<file path="config.mk">
export PLATFORM = sky130hd
export DESIGN_NAME = add_sub_pipe_flat
export DESIGN_NICKNAME = d
export VERILOG_FILES = /design/src/rtl/add_sub_pkg.sv /design/src/rtl/add_sub_pipe_if.sv /design/src/rtl/add_seg_stage.sv /design/src/rtl/add_sub_pipe.sv /design/src/flat_wrapper.sv
export SDC_FILE = /design/constraint.sdc
export NUM_CORES = 1
export LEC_CHECK = 0
export CAP_MARGIN = 40
export CORE_MARGIN = 2
export CORE_UTILIZATION = 55
export DETAILED_ROUTE_END_ITERATION = 6
export PLACE_DENSITY = 0.8
export SLEW_MARGIN = 20
export SYNTH_ARGS = -nofsm -noshare
export SYNTH_HDL_FRONTEND = slang
export SYNTH_HIERARCHICAL = 1
export SYNTH_SLANG_ARGS = --single-unit
</file>
<file path="constraint.sdc">
create_clock -name clk -period 1.8 [get_ports clk]
set_input_delay 0.18 -clock clk [delete_from_list [all_inputs] [get_ports clk]]
set_output_delay 0.18 -clock clk [all_outputs]
set_load 0.01 [all_outputs]
</file>
<file path="src/rtl/add_sub_pkg.sv">
// rtl/add_sub_pkg.sv - shared constants and helpers for the segmented add/sub pipeline
package add_sub_pkg;

    localparam int FLAG_COUT = 0;
    localparam int FLAG_OVF  = 1;
    localparam int FLAG_ZERO = 2;
    localparam int FLAG_W    = 3;

    // Saturation constants are built at this width and truncated to N by the user.
    localparam int MAX_W = 64;

    function automatic int seg_count(input int n, input int seg);
        return n / seg;
    endfunction

    function automatic logic [MAX_W-1:0] max_pos(input int n);
        return (MAX_W'(1) << (n - 1)) - MAX_W'(1);
    endfunction

    function automatic logic [MAX_W-1:0] max_neg(input int n);
        return MAX_W'(1) << (n - 1);
    endfunction

endpackage

</file>
<file path="src/rtl/add_sub_pipe_if.sv">
// rtl/add_sub_pipe_if.sv - operand/result stream bundle for add_sub_pipe
interface add_sub_pipe_if #(
    parameter int N = 16
);
    logic         in_valid;
    logic         in_ready;
    logic [N-1:0] a;
    logic [N-1:0] b;
    logic         sub;
    logic         sat;
    logic         out_valid;
    logic         out_ready;
    logic [N-1:0] s;
    logic         cout;
    logic         ovf;
    logic         zero;

    modport master (
        output in_valid, a, b, sub, sat, out_ready,
        input  in_ready, out_valid, s, cout, ovf, zero
    );

    modport slave (
        input  in_valid, a, b, sub, sat, out_ready,
        output in_ready, out_valid, s, cout, ovf, zero
    );
endinterface

</file>
<file path="src/rtl/add_seg_stage.sv">
// rtl/add_seg_stage.sv - one SEG-bit adder slice with registered sum, carry, valid and side-band context
module add_seg_stage #(
    parameter int SEG = 4,
    parameter int W   = 1
) (
    input  logic           clk,
    input  logic           rst,
    input  logic           en_i,
    input  logic           valid_i,
    input  logic [SEG-1:0] a_i,
    input  logic [SEG-1:0] b_i,
    input  logic           c_i,
    input  logic [W-1:0]   ctx_i,
    output logic           valid_o,
    output logic [SEG-1:0] sum_o,
    output logic           c_o,
    output logic [W-1:0]   ctx_o
);

    logic [SEG:0]   total_d;
    logic           valid_q;
    logic [SEG-1:0] sum_q;
    logic           c_q;
    logic [W-1:0]   ctx_q;

    assign total_d = {1'b0, a_i} + {1'b0, b_i} + {{SEG{1'b0}}, c_i};

    always_ff @(posedge clk) begin
        if (rst) begin
            valid_q <= 1'b0;
            sum_q   <= '0;
            c_q     <= 1'b0;
            ctx_q   <= '0;
        end else if (en_i) begin
            valid_q <= valid_i;
            sum_q   <= total_d[SEG-1:0];
            c_q     <= total_d[SEG];
            ctx_q   <= ctx_i;
        end
    end

    assign valid_o = valid_q;
    assign sum_o   = sum_q;
    assign c_o     = c_q;
    assign ctx_o   = ctx_q;

endmodule

</file>
<file path="src/rtl/add_sub_pipe.sv">
// rtl/add_sub_pipe.sv - segmented, globally stalled two's-complement add/sub with wrap/saturate and flags
module add_sub_pipe #(
    parameter int N   = 16,
    parameter int SEG = 4
) (
    input  logic           clk,
    input  logic           rst,
    add_sub_pipe_if.slave  bus
);
    import add_sub_pkg::*;

    localparam int STAGES = seg_count(N, SEG);
    localparam int L      = STAGES - 1;
    localparam int CTX_W  = 3 * N + 1;
    localparam logic [N-1:0] SAT_POS = N'(max_pos(N));
    localparam logic [N-1:0] SAT_NEG = N'(max_neg(N));

    logic advance;
    logic in_ready;

    logic [N-1:0]     a_in   [STAGES];
    logic [N-1:0]     b_in   [STAGES];
    logic [N-1:0]     r_in   [STAGES];
    logic             sat_in [STAGES];
    logic             c_in   [STAGES];
    logic             v_in   [STAGES];

    logic [N-1:0]     a_out   [STAGES];
    logic [N-1:0]     b_out   [STAGES];
    logic [N-1:0]     r_out   [STAGES];
    logic             sat_out [STAGES];
    logic             c_out   [STAGES];
    logic             v_out   [STAGES];
    logic [SEG-1:0]   sum_out [STAGES];
    logic [CTX_W-1:0] ctx_out [STAGES];

    logic              out_valid_q;
    logic [N-1:0]      s_q;
    logic [N-1:0]      s_d;
    logic [FLAG_W-1:0] flags_q;
    logic [FLAG_W-1:0] flags_d;
    logic [N-1:0]      raw;
    logic              ovf_d;

    assign advance  = !out_valid_q || bus.out_ready;
    assign in_ready = advance && !rst;

    // Each token carries its operands and the result segments finished so far;
    // stage k fills segment k, so lower result bits are ORed into a zeroed field.
    for (genvar k = 0; k < STAGES; k++) begin : g_stage
        if (k == 0) begin : g_head
            assign a_in[k]   = bus.a;
            assign b_in[k]   = bus.b ^ {N{bus.sub}};
            assign r_in[k]   = '0;
            assign sat_in[k] = bus.sat;
            assign c_in[k]   = bus.sub;
            assign v_in[k]   = bus.in_valid && in_ready;
        end else begin : g_link
            assign a_in[k]   = a_out[k-1];
            assign b_in[k]   = b_out[k-1];
            assign r_in[k]   = r_out[k-1] | (N'(sum_out[k-1]) << ((k - 1) * SEG));
            assign sat_in[k] = sat_out[k-1];
            assign c_in[k]   = c_out[k-1];
            assign v_in[k]   = v_out[k-1];
        end

        add_seg_stage #(
            .SEG (SEG),
            .W   (CTX_W)
        ) u_stage (
            .clk     (clk),
            .rst     (rst),
            .en_i    (advance),
            .valid_i (v_in[k]),
            .a_i     (a_in[k][k*SEG +: SEG]),
            .b_i     (b_in[k][k*SEG +: SEG]),
            .c_i     (c_in[k]),
            .ctx_i   ({sat_in[k], r_in[k], b_in[k], a_in[k]}),
            .valid_o (v_out[k]),
            .sum_o   (sum_out[k]),
            .c_o     (c_out[k]),
            .ctx_o   (ctx_out[k])
        );

        assign {sat_out[k], r_out[k], b_out[k], a_out[k]} = ctx_out[k];
    end

    always_comb begin
        raw     = r_out[L] | (N'(sum_out[L]) << (L * SEG));
        ovf_d   = (a_out[L][N-1] == b_out[L][N-1]) && (raw[N-1] != a_out[L][N-1]);
        s_d     = raw;
        if (sat_out[L] && ovf_d) begin
            s_d = a_out[L][N-1] ? SAT_NEG : SAT_POS;
        end
        flags_d            = '0;
        flags_d[FLAG_COUT] = c_out[L];
        flags_d[FLAG_OVF]  = ovf_d;
        flags_d[FLAG_ZERO] = (s_d == '0);
    end

    always_ff @(posedge clk) begin
        if (rst) begin
            out_valid_q <= 1'b0;
            s_q         <= '0;
            flags_q     <= '0;
        end else if (advance) begin
            out_valid_q <= v_out[L];
            if (v_out[L]) begin
                s_q     <= s_d;
                flags_q <= flags_d;
            end
        end
    end

    assign bus.in_ready  = in_ready;
    assign bus.out_valid = out_valid_q;
    assign bus.s         = s_q;
    assign bus.cout      = flags_q[FLAG_COUT];
    assign bus.ovf       = flags_q[FLAG_OVF];
    assign bus.zero      = flags_q[FLAG_ZERO];

endmodule

</file>
<file path="src/flat_wrapper.sv">
// flat-port wrapper written by rule: the top's interface ports become plain ports
module add_sub_pipe_flat import add_sub_pkg::*;
#(
    parameter int N   = 16,
    parameter int SEG = 4
)
  (clk, rst, bus_in_valid, bus_a, bus_b, bus_sub, bus_sat, bus_out_ready, bus_in_ready, bus_out_valid, bus_s, bus_cout, bus_ovf, bus_zero);
  add_sub_pipe_if #(.N(N)) bus_i ();
  input  logic clk;
  input  logic rst;
  input wire logic [$bits(bus_i.in_valid)-1:0] bus_in_valid;
  input wire logic [$bits(bus_i.a)-1:0] bus_a;
  input wire logic [$bits(bus_i.b)-1:0] bus_b;
  input wire logic [$bits(bus_i.sub)-1:0] bus_sub;
  input wire logic [$bits(bus_i.sat)-1:0] bus_sat;
  input wire logic [$bits(bus_i.out_ready)-1:0] bus_out_ready;
  output wire logic [$bits(bus_i.in_ready)-1:0] bus_in_ready;
  output wire logic [$bits(bus_i.out_valid)-1:0] bus_out_valid;
  output wire logic [$bits(bus_i.s)-1:0] bus_s;
  output wire logic [$bits(bus_i.cout)-1:0] bus_cout;
  output wire logic [$bits(bus_i.ovf)-1:0] bus_ovf;
  output wire logic [$bits(bus_i.zero)-1:0] bus_zero;
  assign bus_i.in_valid = bus_in_valid;
  assign bus_i.a = bus_a;
  assign bus_i.b = bus_b;
  assign bus_i.sub = bus_sub;
  assign bus_i.sat = bus_sat;
  assign bus_i.out_ready = bus_out_ready;
  assign bus_in_ready = bus_i.in_ready;
  assign bus_out_valid = bus_i.out_valid;
  assign bus_s = bus_i.s;
  assign bus_cout = bus_i.cout;
  assign bus_ovf = bus_i.ovf;
  assign bus_zero = bus_i.zero;
  add_sub_pipe #(.N(N), .SEG(SEG)) u_core (.clk(clk), .rst(rst), .bus(bus_i));
endmodule
</file>
**Word level (Yosys, flattened, before mapping)**

Index checks and enable logic that the tools add are counted.

- Add/sub/neg operators: 8
- $mul: 0
- Div/mod/pow operators: 0
- Order comparisons: 0
- Equality and inequality tests: 2
- Shifts and indexed selects: 0
- Mux-type cells: 2
- Bitwise gates (word level): 4
- Reduce and logical (&&, ||, !) cells: 9

Operators with widths:

| kind | number |
|---|---|
| $mux 16 | 2 |
| $add 4x4->5 | 4 |
| $add 5x1->5 | 4 |
| $logic_not 16->1 | 1 |
| $or 16x12->16 | 1 |
| $or 16x16->16 | 1 |
| $xor 16x16->16 | 1 |
| $or 4x8->8 | 1 |
| $logic_and 1x1->1 | 4 |
| $logic_not 1->1 | 2 |
| $reduce_and 2->1 | 1 |
| $eq 1x1->1 | 1 |
| $logic_or 1x1->1 | 1 |
| $ne 1x1->1 | 1 |

- Flip-flop bits (word level): 212
- Bits in latches: 0
- Bits in writable memories: 0
- ROM bits: 0
- Input port bits: 38
- Output and inout port bits: 21
- Word-level logic and storage cells: 44
- Memories: 0

**Logic depth before layout (Yosys ltp)**

- Depth after elaboration: 6
- Depth in mapped cells: 8
- Gate-level depth less buffers: 7

**Cells and area by module**

The synthesis kept the hierarchy.

Modules (own cells, without submodules):

| module | instances | cells each | area each (µm²) | sequential area each (µm²) |
|---|---|---|---|---|
| add_seg_stage (u_core.g_stage[0].u_stage ...) | 3 | 195 | 2138.3 | 1101.1 |
| add_seg_stage (u_core.g_stage[1].u_stage) | 1 | 195 | 2144.6 | 1101.1 |
| add_sub_pipe | 1 | 137 | 1207.4 | 400.4 |

**Least setup slack after synthesis**

Ideal clock, no wire load.

- Kind: input to register
- Start: input bus_sub
- End: register u_core.g_stage[0].u_stage.c_q
- Setup time: 0.091 ns
- Data arrival time: 1.635 ns
- Required time: 1.709 ns
- Setup slack: 0.074 ns
- Stages on the path: 8
- Buffers on the path: 1
- Path through: buf_2 -> xor2_1 -> fa_1 -> inv_1 -> fa_1 -> nor2b_1 -> o21ai_0 -> a311oi_1

RTL lines:

| item | line | text |
|---|---|---|
| from (decl) | flat_wrapper.sv:14 | `input wire logic [$bits(bus_i.sub)-1:0] bus_sub;` |
| to (signal assigned) | add_seg_stage.sv:37 | `c_q <= total_d[SEG];` |
| to (decl) | add_seg_stage.sv:23 | `logic c_q;` |

==> run summary <==
The shortest clock period the worst path allows after layout came out at between 1.5 and 2 ns. The worst hold path belongs to the class primary input to flop. The layout cell share with drive strength beyond 1 came out at roughly 11%. The leakage power is 0.00415 uW. The count of synthesis-stage warnings from yosys came out at 6. The net load switching power came out at approximately 1800 uW. The final weighted congestion in routability-driven placement is roughly 0.78. Clock-pin slew was measured on the worst setup and hold paths at ~0.06 ns. The sum of overflow across all layers after global routing is 0. The die is approximately 120 um wide. After the first detailed-routing iteration, the DRC count stood at 255. The via count of the first global-routing pass came out at ~4600. TritonCTS built the clock tree. The portion of total power attributed to the clock network is 44.6%.

The maximum level of the CTS H-tree is 4. Synthesis handed over a netlist of 680 instances. Compared with the post-synthesis result, the final layout area differs by 16.4%. The total number of vias is 4713. In this run the deepest clock path goes through 2 buffers.

The detailed-route DRC error count is 0. After routing the design area is 8250 um^2. The cell area after placement is 7610 um^2. The count of input and output buffers came out at a little under 60. The multi-input combinational cell area came out at 3290 um^2. The root buffer selected by CTS is clkbuf_16. In the final routed layout, each cell accounts on average for between 10 and 15 um. Each instance of the synthesized netlist takes up on average around 10 um^2. Across the whole layout, storage elements account for ~3200 um^2.

The final number of max-transition violations was 0. The starting density of the core is between 50% and 60%. For this run, the slowest stage of the critical path takes a little over 0.5 ns. The total of max-cap violations came out at 0. Setup repair after global routing left no endpoint under its margin. Adding up every negative setup slack in the final design gives 0 ns. The data required time of the worst path is between 2 and 2.5 ns. The data arrival time of the critical path is ~2.0 ns.

The total clock sinks is about 160. The run finished with clean final reports. For the worst-skew pair, the clock arrives at the later sink with an insertion delay of roughly 0.42 ns. The final standard cell utilization of the core is 65.3%.

In the layout the commonest cells are 162 x dfxtp_1, 159 x nor2_1, 131 x mux2i_1, 55 x clkdlybuf4s50_1, 19 x inv_1. The worst clock skew came out at approximately 0.0072 ns. Entering global routing, the biggest net connects 85 pins. The worst setup path is of the primary input to flop kind. Power spread over the standard cell area amounts to about 1000 nW/um^2. The number of placement rows came out at 41. The HPWL after detailed placement is approximately 8600 um.

The internal portion of the total power is approximately 6400 uW. The die outline area came out at ~14000 um^2. The overall track demand over capacity in global routing came out at about a fifth. Walking the worst path, the cells encountered are clkdlybuf4s50_1, xor2_2, fa_2, inv_1, fa_1, nor2b_1, o21ai_0, a311oi_1. The worst path uses 92.8% of the clock period. Power comes to between 8000 and 9000 uW.

In this run the vertical extent of the chip is 118 um. The detail route stage leaves a number of antenna-violating nets equal to 0. The number of setup buffers added after CTS is 0. The netlist area before placement came out at between 7000 and 8000 um^2. The number of buffers added by the clock tree synthesis step is 17. The maximum clock rate came out at between 500 and 600 MHz. The vias per cell came out at about 5.2. The number of antenna violations at the first check in global routing came out at 0. The slowest stage of the critical path is the clkdlybuf4s50_1 cell. The number of hold-repair buffers added at the cts stage came out at 0. The net switching fraction of the power came out at a little over a fifth.

The final count of hold timing violations came out at 0. The number of fill cells came out at about 1000. The count of final setup violators is 0. The worst IR drop on VDD came out at 0.000674 V. Per report_power, the combinational group accounts for 8.2% of the total.

The standard cell core area came out at between 10000 and 15000 um^2. The critical-path maximum fanout is 2. The repair_antennas step left the layout with diodes totalling 0. The endpoint class of the critical path is a flop.

The part of the power in registers came out at 47.1%. 59 I/O pins were placed. The post-detailed-routing wire length is ~13000 um. The first TritonRoute pass finished after 5 iterations. The most frequent standard cell in the layout excluding fill and tap cells is dfxtp_1. The wire length of the first global-routing pass came out at about 21000 um. The kind of start point of the critical path is a primary input.

The final layout net count came out at roughly 800.
## metrics by stage
step           hold WS (ns)  worst slack, ns  cells
2_1_floorplan         0.327            0.118    695
3_3_place_gp          0.464           -0.294    883
3_5_place_dp          0.480           -0.340    883
4_1_cts               0.143            0.105    915
5_1_grt               0.164          0.00286    915
6_report              0.173            0.130    915
## critical path: cells and delay by family
family / cells / cell delay, ns
AND/OR/NAND/NOR: 1 / 0.13
AO/OA/AOI/OAI: 2 / 0.34
adder cells (fa/ha/maj): 2 / 0.63
buffers and inverters: 2 / 0.56
XOR/XNOR: 1 / 0.17
## final timing paths
path                                          to                           startpoint  slack (ns)  cells after the start
max                u_core/g_stage[0].u_stage/c_o                             bus_b[0]        0.13                      8
min                            u_core/flags_q[2]                                  rst        0.17                      4
max reg2reg        u_core/g_stage[1].u_stage/c_o   u_core/g_stage[0].u_stage/ctx_o[4]        0.16                      6
min reg2reg  u_core/g_stage[2].u_stage/ctx_o[42]  u_core/g_stage[2].u_stage/ctx_o[42]        0.49                      2
## repair_timing
item	in CTS	in global routing
endpoints found under the setup margin	1	1
gates resized for setup	2	5
pin swaps	0	1
## flip-flops by register name, indices dropped and copies added (netlist names)
signal,count
u_core/g_stage.u_stage/valid_o,4
u_core/bus.s,16
u_core/g_stage.u_stage/sum_o,16
u_core/g_stage.u_stage/ctx_o,118
u_core/flags_q,3
u_core/g_stage.u_stage/c_o,4
u_core/bus.out_valid,1
## power by group through the flow
stage / combinational, uW / sequential [uW] / clock (uW)
after floorplan: 481 / 3920 / 0
after CTS: 679 / 3890 / 3750
after global routing: 765 / 3910 / 3880
after global placement: 638 / 3960 / 0
after detailed placement: 671 / 3960 / 0
final: 680 / 3890 / 3680
## layer usage
layer	wire, um	vias to the layer above	share of wire, %	GRT usage (%)
li1	-	2377	-	-
met1	5900	2213	47	23.9
met2	5860	102	47	31.1
met3	533	21	4.3	4.22
met4	213	0	1.7	8.21
met5	0	-	0	0
## final cells by class
class                           count  share of cell area [%]
Sequential cell                   162                    39.3
Multi-Input combinational cell    454                    39.9
Inverter                           20                   0.971
Tap cell                          172                    2.61
Clock buffer                       23                    5.92
Clock inverter                      9                    1.55
Timing Repair Buffer               75                    9.68
(Power assumes the default switching activity.)
